--- src/rtl/cordic_angle_reduce_pkg.sv ---
// Shared constants and controller state encoding for the CORDIC sine/cosine datapath.
// Angles are signed fixed point with FRAC fractional bits, in radians.
package cordic_angle_reduce_pkg;

    localparam int FRAC  = 23;
    localparam int OUT_W = 27;

    localparam logic [OUT_W-1:0] PI     = 27'h1921FB5;
    localparam logic [OUT_W-1:0] TWO_PI = 27'h3243F6A;

    localparam logic [2:0] ST_IDLE   = 3'd0;
    localparam logic [2:0] ST_REDUCE = 3'd1;
    localparam logic [2:0] ST_FOLD   = 3'd2;
    localparam logic [2:0] ST_ISSUE  = 3'd3;
    localparam logic [2:0] ST_WAIT   = 3'd4;

endpackage

--- src/rtl/cordic_angle_reduce_step.sv ---
// Combinational conditional add/subtract used for both the 2*pi*2^k reduction
// steps and the final fold into [-pi, pi].
module cordic_mod2pi_step #(
    parameter int W = 33
) (
    input  logic [W-1:0] r,
    input  logic [W-1:0] thr,
    input  logic [W-1:0] step,
    input  logic         strict,
    output logic [W-1:0] r_next
);

    logic signed [W-1:0] r_sg;
    logic signed [W-1:0] thr_sg;
    logic                above_s;
    logic                below_s;

    assign r_sg   = $signed(r);
    assign thr_sg = $signed(thr);

    // strict comparison lets exactly +/-pi pass through the fold untouched
    always_comb begin
        if (strict) begin
            above_s = (r_sg > thr_sg);
            below_s = (r_sg < -thr_sg);
        end else begin
            above_s = (r_sg >= thr_sg);
            below_s = (r_sg <= -thr_sg);
        end
    end

    // move r one step toward zero when it lies outside the threshold band
    always_comb begin
        r_next = r;
        if (above_s) begin
            r_next = r - step;
        end else if (below_s) begin
            r_next = r + step;
        end else begin
            r_next = r;
        end
    end

endmodule

--- src/rtl/cordic_angle_reduce.sv ---
// Reduces an arbitrary Q8.23 angle modulo 2*pi into [-pi, pi] and hands it to
// the CORDIC core with a one-cycle start, then waits for the core's done.
module cordic_angle_reduce #(
    parameter int IN_W  = 32,
    parameter int FRAC  = cordic_angle_reduce_pkg::FRAC,
    parameter int OUT_W = cordic_angle_reduce_pkg::OUT_W,
    parameter int ITER  = 6
) (
    input  logic             clk,
    input  logic             rst,
    input  logic             clk_en,
    input  logic             in_valid,
    output logic             in_ready,
    input  logic [IN_W-1:0]  angle_i,
    input  logic             cos_i,
    output logic             cordic_start,
    output logic [OUT_W-1:0] cordic_theta,
    output logic             cordic_cos,
    input  logic             cordic_done,
    output logic             busy
);

    import cordic_angle_reduce_pkg::PI;
    import cordic_angle_reduce_pkg::TWO_PI;
    import cordic_angle_reduce_pkg::ST_IDLE;
    import cordic_angle_reduce_pkg::ST_REDUCE;
    import cordic_angle_reduce_pkg::ST_FOLD;
    import cordic_angle_reduce_pkg::ST_ISSUE;
    import cordic_angle_reduce_pkg::ST_WAIT;

    // one extra bit so TWO_PI << (ITER-1) cannot overflow
    localparam int W  = IN_W + 1;
    localparam int KW = (ITER > 1) ? $clog2(ITER) : 1;

    localparam logic [W-1:0] PI_W     = W'(PI);
    localparam logic [W-1:0] TWO_PI_W = W'(TWO_PI);

    if (FRAC != cordic_angle_reduce_pkg::FRAC) begin : g_frac_chk
        $error("angle constants are fixed at the package FRAC");
    end
    if ((longint'(TWO_PI) << ITER) <= (64'sd1 <<< (IN_W - 1))) begin : g_iter_chk
        $error("ITER too small to cover the input range");
    end

    logic [2:0]       state_r;
    logic [2:0]       state_s;
    logic [W-1:0]     r_r;
    logic [W-1:0]     r_s;
    logic [KW-1:0]    k_r;
    logic [KW-1:0]    k_s;
    logic             cos_q_r;
    logic             cos_q_s;
    logic [OUT_W-1:0] theta_r;
    logic [OUT_W-1:0] theta_s;
    logic             start_r;
    logic             busy_r;
    logic             ready_r;

    logic [W-1:0]     t_k_s;
    logic [W-1:0]     thr_s;
    logic [W-1:0]     step_s;
    logic             strict_s;
    logic [W-1:0]     step_out_s;

    assign t_k_s = TWO_PI_W << k_r;

    // FOLD tests against pi and moves by 2*pi; REDUCE uses T_k for both
    always_comb begin
        if (state_r == ST_FOLD) begin
            thr_s    = PI_W;
            step_s   = TWO_PI_W;
            strict_s = 1'b1;
        end else begin
            thr_s    = t_k_s;
            step_s   = t_k_s;
            strict_s = 1'b0;
        end
    end

    cordic_mod2pi_step #(
        .W(W)
    ) u_step (
        .r      (r_r),
        .thr    (thr_s),
        .step   (step_s),
        .strict (strict_s),
        .r_next (step_out_s)
    );

    // next-state and datapath selection for the reduction sequence
    always_comb begin
        state_s = state_r;
        r_s     = r_r;
        k_s     = k_r;
        cos_q_s = cos_q_r;
        theta_s = theta_r;
        case (state_r)
            ST_IDLE: begin
                if (in_valid) begin
                    r_s     = {angle_i[IN_W-1], angle_i};
                    cos_q_s = cos_i;
                    k_s     = KW'(ITER - 1);
                    state_s = ST_REDUCE;
                end else begin
                    state_s = ST_IDLE;
                end
            end
            ST_REDUCE: begin
                r_s = step_out_s;
                if (k_r == {KW{1'b0}}) begin
                    state_s = ST_FOLD;
                end else begin
                    k_s = k_r - KW'(1);
                end
            end
            ST_FOLD: begin
                r_s     = step_out_s;
                theta_s = step_out_s[OUT_W-1:0];
                state_s = ST_ISSUE;
            end
            ST_ISSUE: begin
                state_s = ST_WAIT;
            end
            ST_WAIT: begin
                if (cordic_done) begin
                    state_s = ST_IDLE;
                end else begin
                    state_s = ST_WAIT;
                end
            end
            default: begin
                state_s = ST_IDLE;
            end
        endcase
    end

    // state and registered outputs; everything holds while clk_en is low
    always_ff @(posedge clk) begin
        if (rst) begin
            state_r <= ST_IDLE;
            r_r     <= {W{1'b0}};
            k_r     <= {KW{1'b0}};
            cos_q_r <= 1'b0;
            theta_r <= {OUT_W{1'b0}};
            start_r <= 1'b0;
            busy_r  <= 1'b0;
            ready_r <= 1'b1;
        end else if (clk_en) begin
            state_r <= state_s;
            r_r     <= r_s;
            k_r     <= k_s;
            cos_q_r <= cos_q_s;
            theta_r <= theta_s;
            start_r <= (state_s == ST_ISSUE);
            busy_r  <= (state_s != ST_IDLE);
            ready_r <= (state_s == ST_IDLE);
        end
    end

    assign in_ready     = ready_r;
    assign busy         = busy_r;
    assign cordic_start = start_r;
    assign cordic_theta = theta_r;
    assign cordic_cos   = cos_q_r;

endmodule

--- config.mk ---
export PLATFORM = sky130hd
export DESIGN_NAME = cordic_angle_reduce
export DESIGN_NICKNAME = d
export VERILOG_FILES = /design/src/rtl/cordic_angle_reduce_pkg.sv /design/src/rtl/cordic_angle_reduce_step.sv /design/src/rtl/cordic_angle_reduce.sv
export SDC_FILE = /design/constraint.sdc
export NUM_CORES = 1
export LEC_CHECK = 0
export BUFFER_PORTS_ARGS = -buffer_cell sky130_fd_sc_hd__buf_2
export CORE_MARGIN = 3
export CORE_UTILIZATION = 55
export CTS_BUF_LIST = sky130_fd_sc_hd__clkbuf_16
export DETAILED_ROUTE_END_ITERATION = 8
export GPL_TIMING_DRIVEN = 0
export PLACE_DENSITY = 0.77
export SYNTH_ARGS = -nofsm -noshare
export SYNTH_HDL_FRONTEND = slang
export SYNTH_HIERARCHICAL = 1
export SYNTH_SLANG_ARGS = --single-unit
--- constraint.sdc ---
create_clock -name clk -period 5.7 [get_ports clk]
set_input_delay 0.855 -clock clk [delete_from_list [all_inputs] [get_ports clk]]
set_output_delay 0.855 -clock clk [all_outputs]
set_load 0.02 [all_outputs]
==> results list <==
* Result of the run: finished, violations left
- Violated checks: negative setup slack
- Post-route non-filler standard cell count: around 1800
* Antenna violations before repair: 0
- Highest clock rate: between 150 and 200 MHz
- Relative max-transition margin: 0.257
* Leading register cell type out of synthesis: sky130_fd_sc_hd__dfxtp_1
* Reg-to-Reg Start: k_r[1]
* Share of post-route cells with drive strength above 1: 0.285
* Final number of setup-violating endpoints: 60
* Switching part of the total power: 0.490
- Most common library cell in the layout ignoring fill and taps: sky130_fd_sc_hd__nand2_1
* Worst setup SP type: flop
* Number of placed instances with taps included: 1682
* Highest metal layer with signal wires: met4
- Final #Nets: about 1700
- The share of total power dissipated in the clock network is 0.177.
- After filler insertion, the fill cell instance count of the layout stands at between 1000 and 1500.
* Leak: ~5.7 nW
* Total clock buffers created by CTS: 9
- Max Buffers Root-to-Sink: 2
- Net switching power of the design: about 0.0016 W
- The share of total power dissipated in sequential elements is 0.184.
- In this run the worst hold path is classified as flop to flop.
- TritonCTS clock tree: yes
- Post-synth EDFFs: 0
- Yosys warning count: 6
- First-pass GRT wire length: 59400 µm
- The clock reaches the later pin of the worst-skew pair after around 0.35 ns.
- STA puts the critical path data arrival time at between 6 and 7 ns.
- Syn Inst Count: 1389
- Across the VDD grid, the largest voltage drop is about 260 µV.
- After the first detailed-routing iteration, the DRC count stood at roughly 1700.
- Count of unique library cells instantiated by Yosys: between 80 and 90
- For this run, the total global-route usage over all layers was measured as 0.381.
* Most used cells in the layout excluding fill and tap cells: 177 x sky130_fd_sc_hd__nand2_1, 129 x sky130_fd_sc_hd__ha_1, 122 x sky130_fd_sc_hd__a21oi_1, 118 x sky130_fd_sc_hd__nor2_1, 108 x sky130_fd_sc_hd__inv_1
* Synth top area share: 0.176
* Final Skew: ~0.016 ns
- In this run the critical register-to-register path is captured at r_r[29].
- In this run the horizontal extent of the chip is 139 µm.
* Area enclosed by the die boundary: between 15000 and 20000 µm²
- After synthesis the cells add up to 9760 µm².
- Unrepaired setup endpoints after global routing: yes
- The largest single stage delay on the critical path is 0.46 ns.
- In this run the power density over the cells is approximately 260 nW/µm².
- Cell with the largest stage delay on the worst path: sky130_fd_sc_hd__or4_4
- Across all register-to-register paths, the minimum setup slack is -0.32 ns.
- Using the TritonRoute via totals, the vias-per-cell ratio works out to roughly 6.6.
- Relative to the synthesized area, the layout overhead comes to 29.0%.
* Die Y: 139 µm
- After synthesis, the cell types taking the most area are sky130_fd_sc_hd__ha_1 18%, sky130_fd_sc_hd__dfxtp_1 14%, sky130_fd_sc_hd__nand2_1 8.5%, sky130_fd_sc_hd__a21oi_1 7.7%, sky130_fd_sc_hd__nor2_1 5.1%.
- HPWL Detailed: around 28000 µm
* Critical path's most frequent cell: sky130_fd_sc_hd__buf_6
- Crit path time final: approximately 6 ns
- At the end of routability-driven placement, the weighted congestion stood at 1.04.
* Post-Route Hold Slack: roughly 0.46 ns
- CTS clock-pin slew for the worst setup and hold paths: about 0.06 ns
* Crit path max fanout: 5
- After detailed routing, the average wire length per cell comes to approximately 22 µm.
- Sum of routed wire segments on met1: roughly 16000 µm
* WHS Endpoint: cordic_theta[23]
- DRC violations left: 0
* Via count of the first global-routing pass: 10900
- In this run the tool buffered the top-level ports with 67 buffer cells.
* Root buffer cell: sky130_fd_sc_hd__clkbuf_16
- between 60 and 70 I/O pins were placed.
- Met2 wire length: between 15000 and 20000 µm
- Of the synthesized area, sequential elements account for 0.144.
- Syn Area/Cell: approximately 7 µm²
* H-tree depth: 3
- In this run the core area contains 48 standard-cell rows.
* Final antenna-violating net count: 0
- Detailed-route wire length: about 40000 µm
- Core outline area: around 17000 µm²
- Summed over all layers, the global routing overflow is 0.
- Detailed routing inserted a total of about 12000 vias.
- Total clock sinks: 70
- Power Internal: ~0.0016 W
* Metal3 WL: 5150 µm
- Number of pins exceeding their max-slew limit in the final report: 0
- Largest net degree at the start of global routing: 12
* Min-Delay Startpoint: cordic_theta[23]
- Once routing completed, OpenROAD measured the worst setup slack at -0.317 ns.
* Hold depth: 2
- Data on the critical path is required at its endpoint by 5.95 ns.
- Of the total power, combinational logic draws 0.638.
* Fraction of the cycle the final worst path needs: 1.06
- By startpoint and endpoint, the worst setup path is classified as flop to flop.
* Number of diodes: 0
* Starting density of the core: 0.562
* Number of max-capacitance violations reported: 0
- Cell type with the largest total area after synthesis: sky130_fd_sc_hd__ha_1
- For this run, asynchronously set or reset flops after synthesis account for 0.
- Detailed Routing Iterations Pass 1: 6
* Pin slew with the least headroom to its limit: roughly 1.1 ns
- Category of the worst setup path capture point: flop
- The number of failing hold endpoints at the final stage was 0.
- After synthesis the netlist holds a flip-flop and latch count of 70.
* Number of cells traversed by the worst register-to-register path: 30
[sequential cells by signal (all words and copies together) (netlist names)]
register and count:
cordic_cos 1, cordic_theta 27, k_r 3, state_r 3
in_ready 1, r_r 33, cordic_start 1, busy 1
[worst max-delay path: cells and delay by family, from the launching register on]
family | cells | cell delay [ns]
DFF | 1 | 0.37
adders and majority gates | 2 | 0.46
buffers and inverters | 7 | 0.94
and+or+nand+nor | 13 | 2.62
AOI/OAI and AO/OA | 6 | 1.02
xor gates and xnor gates | 1 | 0.13
muxes | 1 | 0.36
[cell families after synthesis]
kind of cell,share of synthesized area
XOR/XNOR,0.0287
multiplexers,0.00641
buffers and inverters,0.0841
other,0.000384
AND/OR/NAND/NOR,0.243
flip-flops,0.144
adder cells (fa/ha/maj),0.180
AO/OA/AOI/OAI,0.314
[Yosys cell counts, types with 4 or more instances]
library cell	number
sky130_fd_sc_hd__o21bai_1	13
sky130_fd_sc_hd__o21a_1	9
sky130_fd_sc_hd__o21ai_1	4
sky130_fd_sc_hd__buf_2	24
sky130_fd_sc_hd__a221o_1	9
sky130_fd_sc_hd__clkbuf_1	34
sky130_fd_sc_hd__nor2b_1	10
sky130_fd_sc_hd__a311oi_1	6
sky130_fd_sc_hd__o31ai_1	12
sky130_fd_sc_hd__o211ai_1	14
sky130_fd_sc_hd__and2_1	4
sky130_fd_sc_hd__nand2b_1	16
sky130_fd_sc_hd__a31oi_1	14
sky130_fd_sc_hd__or4_1	4
sky130_fd_sc_hd__a221oi_1	5
sky130_fd_sc_hd__nand3_1	17
sky130_fd_sc_hd__a21o_1	25
sky130_fd_sc_hd__a311oi_2	30
sky130_fd_sc_hd__a21o_2	4
sky130_fd_sc_hd__or2_2	8
sky130_fd_sc_hd__o22ai_1	6
sky130_fd_sc_hd__xnor2_1	31
sky130_fd_sc_hd__a211oi_1	7
sky130_fd_sc_hd__and3_1	7
sky130_fd_sc_hd__o21ai_0	75
sky130_fd_sc_hd__inv_1	117
sky130_fd_sc_hd__nand4_1	22
sky130_fd_sc_hd__a21oi_1	151
sky130_fd_sc_hd__nor2_1	132
sky130_fd_sc_hd__nor4_1	16
sky130_fd_sc_hd__mux2i_1	4
sky130_fd_sc_hd__buf_6	9
sky130_fd_sc_hd__dfxtp_1	70
sky130_fd_sc_hd__o2111ai_1	4
sky130_fd_sc_hd__or3_1	8
sky130_fd_sc_hd__nand2_1	220
sky130_fd_sc_hd__ha_1	137
sky130_fd_sc_hd__nor3_1	36
[metal layers]
metal / global-route usage / vias to the layer above
met5: 0 / -
met4: 0.165 / 0
met3: 0.0921 / 203
met2: 0.589 / 873
met1: 0.507 / 5449
li1: - / 5300
[repair_timing]
action | CTS | global route
resized for setup | 190 | 123
pin swaps | 66 | 78
buffers inserted | 59 | 28
hold buffers | 0 | 0
cloned | 3 | 1
endpoints found under the setup margin | 60 | 60
[through the flow]
step	setup WS (ns)	area (µm²)	total power (W)	TNS, ns	util
6_report	-0.317	12600	0.00324	-11.27	0.725
3_5_place_dp	-2.41	10400	0.00210	-118.35	0.598
4_1_cts	-0.145	11900	0.00296	-2.77	0.686
3_3_place_gp	-2.40	10400	0.00208	-118.37	0.598
2_1_floorplan	0.00264	9770	0.00166	0	-
5_1_grt	-0.509	12600	0.00336	-20.74	0.725
[worst max path at each step]
stage                          start  endpoint  slack (ns)  depth (start not counted)
after floorplan           state_r[0]   r_r[22]       0.003                         28
after detailed placement  state_r[0]    r_r[0]       -2.41                         26
after global placement    state_r[0]    r_r[0]       -2.40                         26
after CTS                 state_r[0]   r_r[22]       -0.15                         29
final                         k_r[1]   r_r[29]       -0.32                         30
after global routing      state_r[2]   r_r[29]       -0.51                         28
[power by group through the flow]
stage	sequential (W)	clock [W]	combinational [W]
finish	0.000596	0.000574	0.00207
detailed placement	0.000597	0	0.00151
floorplan	0.000573	0	0.00109
global route	0.000597	0.000590	0.00217
CTS	0.000588	0.000574	0.00180
global placement	0.000596	0	0.00149
[final cells by class]
type	count	area [µm²]	area share
buffer	68	514	0.0408
clock buffer	9	225	0.0179
timing repair buffer	157	1170	0.0930
tap	225	282	0.0224
sequential	70	1420	0.113
inverter	118	459	0.0365
multi-input combinational	1132	8470	0.672
clock inverter	6	55.1	0.00437
No activity file was read; power rests on OpenSTA's default activity.
